==> src/rtl/bp_fe_bht_ctrl.sv <==
// Branch history table controller: clears the counter table after reset, then arbitrates the
// single SRAM port between predict reads and queued read-modify-write counter updates.
module bp_fe_bht_ctrl #(
  parameter int bht_idx_width_p = 9,
  parameter int ctr_width_p     = 2,
  parameter int upd_fifo_els_p  = 2,
  parameter int starve_limit_p  = 4
) (
  input  logic                       clk_i,
  input  logic                       reset_i,
  input  logic                       r_v_i,
  input  logic [bht_idx_width_p-1:0] r_idx_i,
  output logic                       r_ready_o,
  output logic                       predict_v_o,
  output logic                       predict_o,
  input  logic                       w_v_i,
  input  logic [bht_idx_width_p-1:0] w_idx_i,
  input  logic                       w_taken_i,
  output logic                       w_ready_o,
  output logic                       mem_v_o,
  output logic                       mem_w_o,
  output logic [bht_idx_width_p-1:0] mem_addr_o,
  output logic [ctr_width_p-1:0]     mem_data_o,
  input  logic [ctr_width_p-1:0]     mem_data_i,
  output logic                       init_done_o
);

  localparam int ptr_w_lp    = (upd_fifo_els_p > 1) ? $clog2(upd_fifo_els_p) : 1;
  localparam int cnt_w_lp    = $clog2(upd_fifo_els_p + 1);
  localparam int starve_w_lp = $clog2(starve_limit_p + 1);
  localparam logic [ctr_width_p-1:0] ctr_max_lp     = '1;
  localparam logic [ctr_width_p-1:0] ctr_weak_nt_lp = ctr_max_lp >> 1;

  typedef enum logic [1:0] {INIT = 2'd0, IDLE = 2'd1, UPD_RD = 2'd2, UPD_WR = 2'd3} state_e;

  function automatic logic [ctr_width_p-1:0] sat_update(input logic [ctr_width_p-1:0] ctr,
                                                        input logic taken);
    logic [ctr_width_p-1:0] res;
    if (taken) begin
      res = (ctr == ctr_max_lp) ? ctr : ctr + ctr_width_p'(1'b1);
    end else begin
      res = (ctr == '0) ? ctr : ctr - ctr_width_p'(1'b1);
    end
    return res;
  endfunction

  function automatic logic [ptr_w_lp-1:0] ptr_inc(input logic [ptr_w_lp-1:0] ptr);
    return (ptr == ptr_w_lp'(upd_fifo_els_p - 1)) ? '0 : ptr + ptr_w_lp'(1'b1);
  endfunction

  state_e                     state_r, state_n_s;
  logic [bht_idx_width_p-1:0] init_cnt_r;
  logic                       init_done_r;
  logic                       predict_v_r;
  logic [starve_w_lp-1:0]     starve_cnt_r;
  logic [ctr_width_p-1:0]     rmw_ctr_r;
  logic [bht_idx_width_p-1:0] fifo_idx_r   [upd_fifo_els_p];
  logic                       fifo_taken_r [upd_fifo_els_p];
  logic [ptr_w_lp-1:0]        rd_ptr_r, wr_ptr_r;
  logic [cnt_w_lp-1:0]        fifo_cnt_r;

  logic fifo_nonempty_s, fifo_full_s, starved_s;
  logic r_ready_s, w_ready_s, read_grant_s, upd_start_s, push_s, pop_s;
  logic [bht_idx_width_p-1:0] head_idx_s;
  logic                       head_taken_s;

  assign fifo_nonempty_s = (fifo_cnt_r != '0);
  assign fifo_full_s     = (fifo_cnt_r == cnt_w_lp'(upd_fifo_els_p));
  assign starved_s       = fifo_nonempty_s & (starve_cnt_r == starve_w_lp'(starve_limit_p));
  assign r_ready_s       = ~reset_i & (state_r == IDLE) & ~starved_s;
  assign read_grant_s    = r_v_i & r_ready_s;
  // An update only claims the port in a cycle no read was granted.
  assign upd_start_s     = ~reset_i & (state_r == IDLE) & fifo_nonempty_s & ~read_grant_s;
  assign w_ready_s       = ~reset_i & init_done_r & ~fifo_full_s;
  assign push_s          = w_v_i & w_ready_s;
  assign pop_s           = ~reset_i & (state_r == UPD_WR);
  assign head_idx_s      = fifo_idx_r[rd_ptr_r];
  assign head_taken_s    = fifo_taken_r[rd_ptr_r];

  // State register.
  always_ff @(posedge clk_i) begin
    if (reset_i) begin
      state_r <= INIT;
    end else begin
      state_r <= state_n_s;
    end
  end

  // Next-state logic.
  always_comb begin
    state_n_s = state_r;
    case (state_r)
      INIT:    state_n_s = (init_cnt_r == '1) ? IDLE : INIT;
      IDLE:    state_n_s = upd_start_s ? UPD_RD : IDLE;
      UPD_RD:  state_n_s = UPD_WR;
      UPD_WR:  state_n_s = IDLE;
      default: state_n_s = INIT;
    endcase
  end

  // SRAM port drive; everything idles to zero while reset is held.
  always_comb begin
    mem_v_o    = 1'b0;
    mem_w_o    = 1'b0;
    mem_addr_o = '0;
    mem_data_o = '0;
    if (~reset_i) begin
      case (state_r)
        INIT: begin
          mem_v_o    = 1'b1;
          mem_w_o    = 1'b1;
          mem_addr_o = init_cnt_r;
          mem_data_o = ctr_weak_nt_lp;
        end
        IDLE: begin
          if (read_grant_s) begin
            mem_v_o    = 1'b1;
            mem_addr_o = r_idx_i;
          end else if (upd_start_s) begin
            mem_v_o    = 1'b1;
            mem_addr_o = head_idx_s;
          end else begin
            mem_v_o    = 1'b0;
          end
        end
        UPD_WR: begin
          mem_v_o    = 1'b1;
          mem_w_o    = 1'b1;
          mem_addr_o = head_idx_s;
          mem_data_o = sat_update(rmw_ctr_r, head_taken_s);
        end
        default: begin
          mem_v_o    = 1'b0;
        end
      endcase
    end else begin
      mem_v_o    = 1'b0;
    end
  end

  assign r_ready_o   = r_ready_s;
  assign w_ready_o   = w_ready_s;
  assign init_done_o = ~reset_i & init_done_r;
  assign predict_v_o = ~reset_i & predict_v_r;
  assign predict_o   = ~reset_i & predict_v_r & mem_data_i[ctr_width_p-1];

  // Init sweep, prediction valid, starvation counter and captured RMW counter.
  always_ff @(posedge clk_i) begin
    if (reset_i) begin
      init_cnt_r   <= '0;
      init_done_r  <= 1'b0;
      predict_v_r  <= 1'b0;
      starve_cnt_r <= '0;
      rmw_ctr_r    <= '0;
    end else begin
      if (state_r == INIT) begin
        init_cnt_r <= init_cnt_r + bht_idx_width_p'(1'b1);
      end
      if ((state_r == INIT) && (init_cnt_r == '1)) begin
        init_done_r <= 1'b1;
      end
      predict_v_r <= read_grant_s;
      if (upd_start_s) begin
        starve_cnt_r <= '0;
      end else if (read_grant_s && fifo_nonempty_s && !starved_s) begin
        starve_cnt_r <= starve_cnt_r + starve_w_lp'(1'b1);
      end
      if (state_r == UPD_RD) begin
        rmw_ctr_r <= mem_data_i;
      end
    end
  end

  // Pending-update FIFO; reset drops every entry.
  always_ff @(posedge clk_i) begin
    if (reset_i) begin
      rd_ptr_r   <= '0;
      wr_ptr_r   <= '0;
      fifo_cnt_r <= '0;
    end else begin
      if (push_s) begin
        fifo_idx_r[wr_ptr_r]   <= w_idx_i;
        fifo_taken_r[wr_ptr_r] <= w_taken_i;
        wr_ptr_r               <= ptr_inc(wr_ptr_r);
      end
      if (pop_s) begin
        rd_ptr_r <= ptr_inc(rd_ptr_r);
      end
      case ({push_s, pop_s})
        2'b10:   fifo_cnt_r <= fifo_cnt_r + cnt_w_lp'(1'b1);
        2'b01:   fifo_cnt_r <= fifo_cnt_r - cnt_w_lp'(1'b1);
        default: fifo_cnt_r <= fifo_cnt_r;
      endcase
    end
  end

endmodule
==> config.mk <==
export PLATFORM = sky130hd
export DESIGN_NAME = bp_fe_bht_ctrl
export DESIGN_NICKNAME = d
export VERILOG_FILES = /design/src/rtl/bp_fe_bht_ctrl.sv
export SDC_FILE = /design/constraint.sdc
export NUM_CORES = 1
export LEC_CHECK = 0
export CAP_MARGIN = 5
export CORE_MARGIN = 1.5
export CORE_UTILIZATION = 55
export CTS_CLUSTER_DIAMETER = 40
export DETAILED_ROUTE_END_ITERATION = 10
export PLACE_DENSITY = 0.91
export REMOVE_ABC_BUFFERS = 1
export SETUP_SLACK_MARGIN = 0.2
export SLEW_MARGIN = 0
export SYNTH_ARGS = -nofsm -noshare
export SYNTH_HDL_FRONTEND = slang
export SYNTH_SLANG_ARGS = --single-unit
export TNS_END_PERCENT = 50
==> constraint.sdc <==
create_clock -name clk_i -period 3.1 [get_ports clk_i]
set_input_delay 0.93 -clock clk_i [delete_from_list [all_inputs] [get_ports clk_i]]
set_output_delay 0.93 -clock clk_i [all_outputs]
set_load 0.05 [all_outputs]
======== After elaboration in Yosys (flattened, before gate mapping) ========
Memories as Yosys holds them, arrays and structs flattened. A register that Yosys moved wholly into a read port is not among the register bits.
Index checks and enable logic that the tools add are counted.
storage, ports and cells
  logic and storage cells ................. 82
  memories ................................ 2
  flip-flop bits (word level) ............. 22
  memory bits (writable) .................. 20
  output and inout bits ................... 18
  input bits .............................. 25
memory list
  memory        depth  bits a word  rd ports  clocked after memory_dff  wr ports  line  text
  fifo_idx_r    2      9            1         1                         1         57    logic [bht_idx_width_p-1:0] fifo_idx_r [upd_fifo_els_p];
  fifo_taken_r  2      1            1         1                         1         58    logic fifo_taken_r [upd_fifo_els_p];
operators by class
  equal/unequal tests ..................... 9
  mux-type cells .......................... 28
  $add $sub $neg .......................... 8
  reduce and logical (&&, ||, !) cells .... 10
  bitwise gates (word level) .............. 16
operators by type and width
  cell                                                                count
  9-bit two-way mux                                                   3
  9-bit case mux with 3 select lines                                  1
  1-bit two-way mux                                                   15
  1-bit AND                                                           12
  2-bit == test, second input constant                                5
  2-bit two-way mux                                                   5
  9-bit by 1-bit adder with 9-bit output, second input constant       1
  9-bit == test, second input constant                                1
  2-bit case mux with 2 select lines                                  2
  2-bit case mux with 4 select lines                                  1
  2-bit by 1-bit adder with 2-bit output, second input constant       2
  2-bit by 1-bit == test with 1-bit output, second input constant     2
  2-bit zero test                                                     2
  1-bit NOT                                                           4
  2-bit nonzero test                                                  2
  2-bit OR reduction                                                  2
  2-bit by 1-bit subtractor with 2-bit output, second input constant  2
  3-bit by 1-bit adder with 3-bit output, second input constant       1
  3-bit == test, second input constant                                1
  1-bit logical AND                                                   3
  1-bit adder, second input constant                                  2
  1-bit case mux with 2 select lines                                  1
  1-bit zero test                                                     1

======== Depth between registers and ports, before layout ========
Gate-level depths: netlist of run 1.
  depth after elaboration ................. 11
  depth in mapped cells ................... 7
  gate-level depth less buffers ........... 6

======== Least setup slack after synthesis of run 1 ========
Ideal clock, no wire load.
  path type ............................... input port to output port
  start ................................... input reset_i
  end ..................................... output mem_data_o[0]
  stages .................................. 4
  buffers on the path ..................... 1
  data arrival time ....................... 2.716 ns
  setup slack ............................. -0.546 ns
  required time ........................... 2.170 ns
  cell sequence ........................... buf_2 nor2_1 nand2_1 o21ai_1
between the ends
  cells in the longest elaborated chain, start to end .. 1
RTL lines
  item               line  text
  start, declared    10    input logic reset_i,
  2-bit two-way mux  107   if (~reset_i) begin
  end, declared      23    output logic [ctr_width_p-1:0] mem_data_o,
No other way between the ends.

======== Worst setup path in the final report of run 1 ========
  start ................................... register state_r[0]
  end ..................................... output mem_addr_o[1]
between the ends
  cells in the longest elaborated chain, start to end .. 10
  elaborated cells on any way between the ends .. 13
  those cells by class .................... eq/ne: 2; mux: 4; bitwise: 6; reduce/logical: 1
RTL lines
  item                                      line         text
  start, declared                           51           state_e state_r, state_n_s;
  start signal, assigned                    85           state_r <= state_n_s;
  2-bit by 1-bit == test with 1-bit output  70, 73, 108
  1-bit AND                                 70, 73
  1-bit AND                                 70           assign r_ready_s = ~reset_i & (state_r == IDLE) & ~starved_s;
  1-bit AND                                 71           assign read_grant_s = r_v_i & r_ready_s;
  1-bit NOT                                 73           assign upd_start_s = ~reset_i & (state_r == IDLE) & fifo_nonempty_s & ~read_grant_s;
  1-bit AND                                 73
  9-bit two-way mux                         119          end else if (upd_start_s) begin
  9-bit two-way mux                         116          if (read_grant_s) begin
  9-bit case mux with 3 select lines (*)    108          case (state_r)
  9-bit two-way mux (*)                     107
  end, declared                             22           output logic [bht_idx_width_p-1:0] mem_addr_o,
Mark *: on every way between the ends. The rest lies on a longest branch, timed or not.

==> flow_metrics.env, run 1 <==
export IMPL_drv_slew=0
export IMPL_io_buffers=42
export IMPL_tightestPinTransition_ps=541
export IMPL_viasPerCell=6.97
export IMPL_largest_net_degree_at_the_start_of_global_routing=15
export IMPL_power_w=0.00112
export IMPL_worst_r2r_endpoint="fifo_cnt_r[1]"
export IMPL_hold_class="reg2reg"
export IMPL_grt_antenna_before_repair=0
export IMPL_mappedNetlistArea_um2=2110
export IMPL_drt_initial_drc_count=461
export IMPL_hold_end="init_cnt_r[7]"
export IMPL_ff2ff_setup_slack_ps=870
export IMPL_drtPass1Iterations=6
export IMPL_clock_skew_final_ps=8.42
export IMPL_cts_hold_buffers=0
export IMPL_final_setup_viol_count=0
export IMPL_synth_cell_types=40
export IMPL_ant_nets=0
export IMPL_cts_root_to_sink_buffers=2
export IMPL_core_rowCount=22
export IMPL_clk_sink_count=43
export IMPL_drive_above_1_share_pct=36.1
export IMPL_final_nets=302
export IMPL_hold_path_startpoint="init_cnt_r[7]"
export IMPL_die_width_um=65.0
export IMPL_net_switching_component_of_the_power_w=0.000298
export IMPL_worst_endpoint_required_time_ps=2170
export IMPL_clkPwrFrac_pct=33.7
export IMPL_critPathLaunchType="register"
export IMPL_core_area_um2=3690
export IMPL_die_h_um=65.0
export IMPL_synth_seq_area_share_pct=50.2
export IMPL_synth_ff_latch_count=43
export IMPL_clk_pin_slew_worst_paths_ps=90
export IMPL_gp_congestion=0.895
export IMPL_postSynthCellCount=195
export IMPL_worstSetupPathType="reg2out"
export IMPL_r2r_start="init_done_r"
export IMPL_synthesis_yosys_warnings=0
export IMPL_max_cap_violations=0
export IMPL_tritoncts="done"
export IMPL_grt_overflow_total=0
export IMPL_max_slew_margin_vs_limit_pct=63.6
export IMPL_power_frac_seq_pct=53.6
export IMPL_worst_ir_drop_vdd_v=0.000534
export IMPL_totalWireLength_mm=9.49
export IMPL_design_die_area_um2=4230
export IMPL_clock_root_buffer="sky130_fd_sc_hd__clkbuf_8"
export IMPL_h_tree_depth=2
export IMPL_fillCellCount=106
export IMPL_first_global_vias=2108
export IMPL_switching_part_of_the_total_pct=26.5
export IMPL_grt_setup_unrepaired="true"
export IMPL_post_drt_wl_per_cell_um=29.9
export IMPL_rr_worst_depth=7
export IMPL_status="completed"
export IMPL_initial_core_util_pct=57.3
export IMPL_grt_first_pass_wirelength_mm=12.3
export IMPL_globalRouteTotalUtil_pct=41.6
export IMPL_min_delay_path_depth=2
export IMPL_combinationalPowerShare_pct=12.7
export IMPL_hpwlAfterDp_mm=3.84
export IMPL_internal_power_w=0.000827
export IMPL_numCtsBuffers=5
export IMPL_post_synthesis_average_cell_area_um2=10.8
export IMPL_power_per_cell_area_nw_per_um2=328
export IMPL_crit_arrival_ps=2170
export IMPL_timing_critical_path_fanout_max=9
export IMPL_route_vias_total=2210
export IMPL_final_min_period_over_clock_period_pct=99.9
export IMPL_crit_path_end_kind="output pin"
export IMPL_post_route_drc_violation_count=0
export IMPL_ff_latch_area_um2=1060
export IMPL_max_freq_mhz=323
export IMPL_clk_latency_ps=320
export IMPL_static_leak_nw=1.21
export IMPL_multi_input_comb_area_um2=1230
export IMPL_hold_viol_final=0
export IMPL_period_needed_ps=3100
export IMPL_postLayoutCoreUtil_pct=92.9
export IMPL_i_o_pin_count=43
export IMPL_num_antenna_cells=0
export IMPL_area_growth_pct=62.1
-- flip-flops by register name, summed over array words and instances, names as in the netlist, named ones only --
name          flops
fifo_cnt_r        2
init_cnt_r        9
starve_cnt_r      3
state_r           1
fifo_idx_r       18
rmw_ctr_r         2
predict_v_r       1
init_done_r       1
rd_ptr_r          1
wr_ptr_r          1
fifo_taken_r      2
-- cell usage in the layout, fill, tap and decap left out, drive strengths merged --
cell / count
a21bo: 1
a21boi: 1
a21oi: 10
a221oi: 1
a31o: 1
a31oi: 2
a32oi: 8
and2: 3
and3: 1
and4bb: 1
buf: 55
clkbuf: 5
clkdlybuf4s50: 22
clkinv: 2
clkinvlp: 1
dfxtp: 23
edfxtp: 20
ha: 9
inv: 9
maj3: 2
mux2i: 14
nand2: 5
nand2b: 2
nand3: 4
nand4: 8
nor2: 17
nor2b: 5
nor3: 1
nor3b: 1
nor4bb: 1
o211ai: 2
o21ai: 8
o2bb2ai: 1
o31ai: 10
or2: 2
or3: 4
xnor2: 3
xor2: 4
-- power groups by stage --
stage | sequential, W | clock [W] | combinational [W]
after floorplan | 0.000612 | 0 | 0.0000321
after detailed placement | 0.000613 | 0 | 0.000105
after CTS | 0.000600 | 0.000352 | 0.000122
final | 0.000603 | 0.000379 | 0.000143
after global routing | 0.000603 | 0.000396 | 0.000145
after global placement | 0.000613 | 0 | 0.000103
-- final cells by class --
class | instances | area share, %
Sequential cell | 43 | 31.0
Multi-Input combinational cell | 132 | 36.0
Clock inverter | 3 | 0.584
Timing Repair Buffer | 77 | 27.6
Inverter | 9 | 1.06
Tap cell | 48 | 1.75
Clock buffer | 5 | 2.01
-- worst max path at each step --
| stage | startpoint | slack, ps | end | cells past startpoint |
|---|---|---|---|---|
| 2_1_floorplan | reset_i | -570 | mem_addr_o[0] | 3 |
| 4_1_cts | r_v_i | 110 | mem_addr_o[2] | 8 |
| 5_1_grt | state_r[0] | -5 | mem_addr_o[1] | 7 |
| 3_3_place_gp | reset_i | -450 | mem_addr_o[4] | 7 |
| 6_report | state_r[0] | 2 | mem_addr_o[1] | 7 |
| 3_5_place_dp | reset_i | -550 | mem_addr_o[8] | 7 |
-- critical path: stages (launching register included) --
cell and delay, ps:
sky130_fd_sc_hd__dfxtp_2 370, sky130_fd_sc_hd__inv_2 130, sky130_fd_sc_hd__ha_4 240, sky130_fd_sc_hd__and4bb_4 330
sky130_fd_sc_hd__a32oi_2 330, sky130_fd_sc_hd__o31ai_4 130, sky130_fd_sc_hd__buf_4 160, sky130_fd_sc_hd__buf_12 140
-- stage by stage --
step | worst slack, ps | instances | hold WS [ps] | TNS [ps] | cell area, um2
after global placement | -453 | 297 | 467 | -4580 | 2880
final | 1.86 | 317 | 551 | 0 | 3430
after global routing | -4.87 | 317 | 534 | -4.87 | 3430
after floorplan | -573 | 184 | 429 | -6000 | 2050
after CTS | 114 | 315 | 500 | 0 | 3330
after detailed placement | -552 | 297 | 487 | -5690 | 2880
-- what timing repair did --
item / 4_1_cts / 5_1_grt
setup endpoints to repair: 18 / 12
endpoints found under the hold margin: 0 / 0
gates cloned: 1 / 0
resized for setup: 55 / 17
pin swaps: 12 / 4
buffers inserted: 9 / 2
-- layer usage --
| metal | vias to the layer above | part of all wire [%] | global-route usage, % |
|---|---|---|---|
| met1 | 1051 | 35 | 49.7 |
| met5 | - | 0 | 0 |
| met2 | 209 | 47 | 65.9 |
| li1 | 873 | - | - |
| met4 | 0 | 8.6 | 24.7 |
| met3 | 77 | 10 | 12.7 |
-- cell usage after synthesis, drive strengths merged --
cell type,number,area (um2)
dfxtp,23,460
edfxtp,20,601
nor2,17,63.8
mux2i,14,140
buf,11,63.8
a21oi,10,50.1
o31ai,10,75.1
ha,9,113
inv,9,33.8
a32oi,8,70.1
nand4,8,50.1
o21ai,8,40.0
nand2,5,18.8
nor2b,5,31.3
nand3,4,20.0
or3,4,25.0
xor2,4,35.0
and2,3,18.8
xnor2,3,26.3
a31oi,2,27.5
maj3,2,21.3
nand2b,2,12.5
o211ai,2,15.0
or2,2,12.5
a21bo,1,10.0
a21boi,1,7.51
a221oi,1,8.76
a31o,1,8.76
and3,1,6.26
and4bb,1,12.5
nor3,1,5.00
nor3b,1,12.5
nor4bb,1,10.0
o2bb2ai,1,8.76
-- cell families after synthesis --
kind of cell	count (synthesis)	share of synthesized area (%)
flip-flops	43	50.2
XOR/XNOR	7	2.90
adder cells (fa/ha/maj)	11	6.33
buffers and inverters	20	4.62
multiplexers	14	6.63
AO/OA/AOI/OAI	45	15.2
AND/OR/NAND/NOR	55	14.1
Power figures use the tool's default switching activity.
==> inputs of run 2 (changes only) <==
Settings changed: PLACE_DENSITY 0.91 to 0.85.
==> run 2 against run 1 <==
Clock power is 20% higher. Design area is 1.8% lower. Cell count is 1.3% lower. Register-to-register slack better by 220 ps. Largest cell class unchanged.
==> flow_metrics.env, run 2 (synthesis gave the netlist of run 1 again) <==
export IMPL_worstSetupPathType="in2out"
export IMPL_layout_cells_non_filler=313
export IMPL_worstPathBufferInverterCount=4
export IMPL_hold_class="reg2reg"
export IMPL_grt_setup_unrepaired="true"
export IMPL_worst_endpoint_required_time_ps=2170
export IMPL_tightestPinTransition_ps=654
export IMPL_post_drt_wl_per_cell_um=26.8
export IMPL_hold_viol_final=0
export IMPL_post_route_drc_violation_count=0
export IMPL_largest_register="fifo_idx_r"
export IMPL_critical_path_top_cell_by_count="sky130_fd_sc_hd__buf_12"
export IMPL_grt_first_pass_wirelength_mm=11.5
export IMPL_hpwlAfterDp_mm=3.88
export IMPL_static_leak_nw=1.19
export IMPL_period_needed_ps=3040
export IMPL_power_w=0.00119
export IMPL_crit_arrival_ps=2110
export IMPL_num_antenna_cells=0
export IMPL_numCtsBuffers=5
export IMPL_final_cell_area_um2=3370
export IMPL_dpl_cell_count=298
export IMPL_cts_root_to_sink_buffers=2
export IMPL_clk_pin_slew_worst_paths_ps=90
export IMPL_tritoncts="done"
export IMPL_largest_net_degree_at_the_start_of_global_routing=15
export IMPL_clock_root_buffer="sky130_fd_sc_hd__clkbuf_8"
export IMPL_viasPerCell=6.91
export IMPL_status="completed"
export IMPL_critPathLaunchType="input port"
export IMPL_crit_path_end_kind="output pin"
export IMPL_post_route_setup_slack_ps=56.1
export IMPL_totalWireLength_mm=8.40
export IMPL_die_h_um=65.0
export IMPL_drtPass1Iterations=6
export IMPL_grt_antenna_before_repair=0
export IMPL_io_buffers=42
export IMPL_core_rowCount=22
export IMPL_worst_ir_drop_vdd_v=0.000375
export IMPL_globalRouteTotalUtil_pct=38.4
export IMPL_crit_path_cell_trace="buf_8 -> a21bo_4 -> a31oi_4 -> buf_12 -> o31ai_4 -> buf_4 -> buf_12"
export IMPL_route_vias_total=2164
export IMPL_layout_commonest_cell="sky130_fd_sc_hd__clkdlybuf4s50_1"
export IMPL_drv_slew=0
export IMPL_max_cap_violations=0
export IMPL_max_stage_delay_ps=300
export IMPL_postLayoutCoreUtil_pct=91.2
export IMPL_ant_nets=0
export IMPL_design_die_area_um2=4230
export IMPL_clk_latency_ps=310
export IMPL_drt_initial_drc_count=404
export IMPL_h_tree_depth=2
export IMPL_power_per_cell_area_nw_per_um2=353
export IMPL_clk_sink_count=43
export IMPL_placement_cell_area_um2=2900
export IMPL_first_global_vias=2050
export IMPL_clock_skew_final_ps=7.52
export IMPL_die_width_um=65.0
export IMPL_biggestRegsByFlops="fifo_idx_r x18, init_cnt_r x9, starve_cnt_r x3"
export IMPL_timing_critical_path_fanout_max=5
export IMPL_initial_core_util_pct=57.3
export IMPL_number_of_flip_flops_in_the_largest_register=18
export IMPL_final_setup_viol_count=0
export IMPL_critPathSlowestCell="sky130_fd_sc_hd__a31oi_4"
export IMPL_i_o_pin_count=43
export IMPL_area_growth_pct=59.2
export IMPL_max_slew_margin_vs_limit_pct=56.0
export IMPL_final_nets=298
export IMPL_crit_family="compound AO/OA/AOI/OAI gates"
export IMPL_drive_above_1_share_pct=35.5
export IMPL_dp_worst_setup_slack_ps=-495
export IMPL_layout_common_cells="sky130_fd_sc_hd__clkdlybuf4s50_1 (22), sky130_fd_sc_hd__buf_4 (21), sky130_fd_sc_hd__edfxtp_1 (20), sky130_fd_sc_hd__buf_12 (20), sky130_fd_sc_hd__dfxtp_1 (19)"
export IMPL_core_area_um2=3690
export IMPL_max_freq_mhz=329
export IMPL_gp_congestion=0.842
export IMPL_final_min_period_over_clock_period_pct=98.2
export IMPL_grt_overflow_total=0
## run 2: stage by stage
stage          setup TNS (ps)  hold slack (ps)
2_1_floorplan           -6000              429
3_3_place_gp            -4540              466
3_5_place_dp            -5490              481
4_1_cts                     0              508
5_1_grt                     0              539
6_report                    0              521
## run 2: final timing paths
check,depth (start not counted),slack (ps),to,startpoint
setup / recovery,7,60,mem_addr_o[0],r_v_i
hold / removal,2,520,register,register
setup reg to reg,5,1090,fifo_cnt_r[1],state_r[0]
hold reg to reg,2,520,register,register
## run 2: layout make-up
type                       count  area, um2
tap                           48       60.1
multi-input combinational    133       1200
clock inverter                 2       37.5
clock buffer                   6       72.6
sequential                    43       1070
fill                         118        323
timing repair buffer          72        900
inverter                       9       33.8
## run 2: layer usage
metal  share of wire [%]  vias up  track usage [%]
met5                   0        -                0
met2                  48      183             63.8
met1                  36     1058             45.3
met4                 5.8        0             16.8
li1                    -      865                -
met3                  10       58             12.3
## run 2: tightest hold or removal path: stages (launching register included)
cell and delay, ps:
sky130_fd_sc_hd__dfxtp_2 360, sky130_fd_sc_hd__nand2_1 60, sky130_fd_sc_hd__a21oi_1 60
## run 2: repair_timing
action                                  in CTS  in global routing
gates cloned                                 2                  0
pin swaps                                   10                  5
endpoints found under the setup margin      19                 11
hold buffers                                 0                  0
setup buffers                                2                  3
resized for setup                           54                 12
## run 2: report_power, final
group | switching (W) | leakage [nW] | internal, W
registers | 0.00000680 | 0.368 | 0.000595
clock network | 0.000212 | 0.0514 | 0.000241
logic | 0.0000626 | 0.771 | 0.0000705
total | 0.000282 | 1.19 | 0.000906
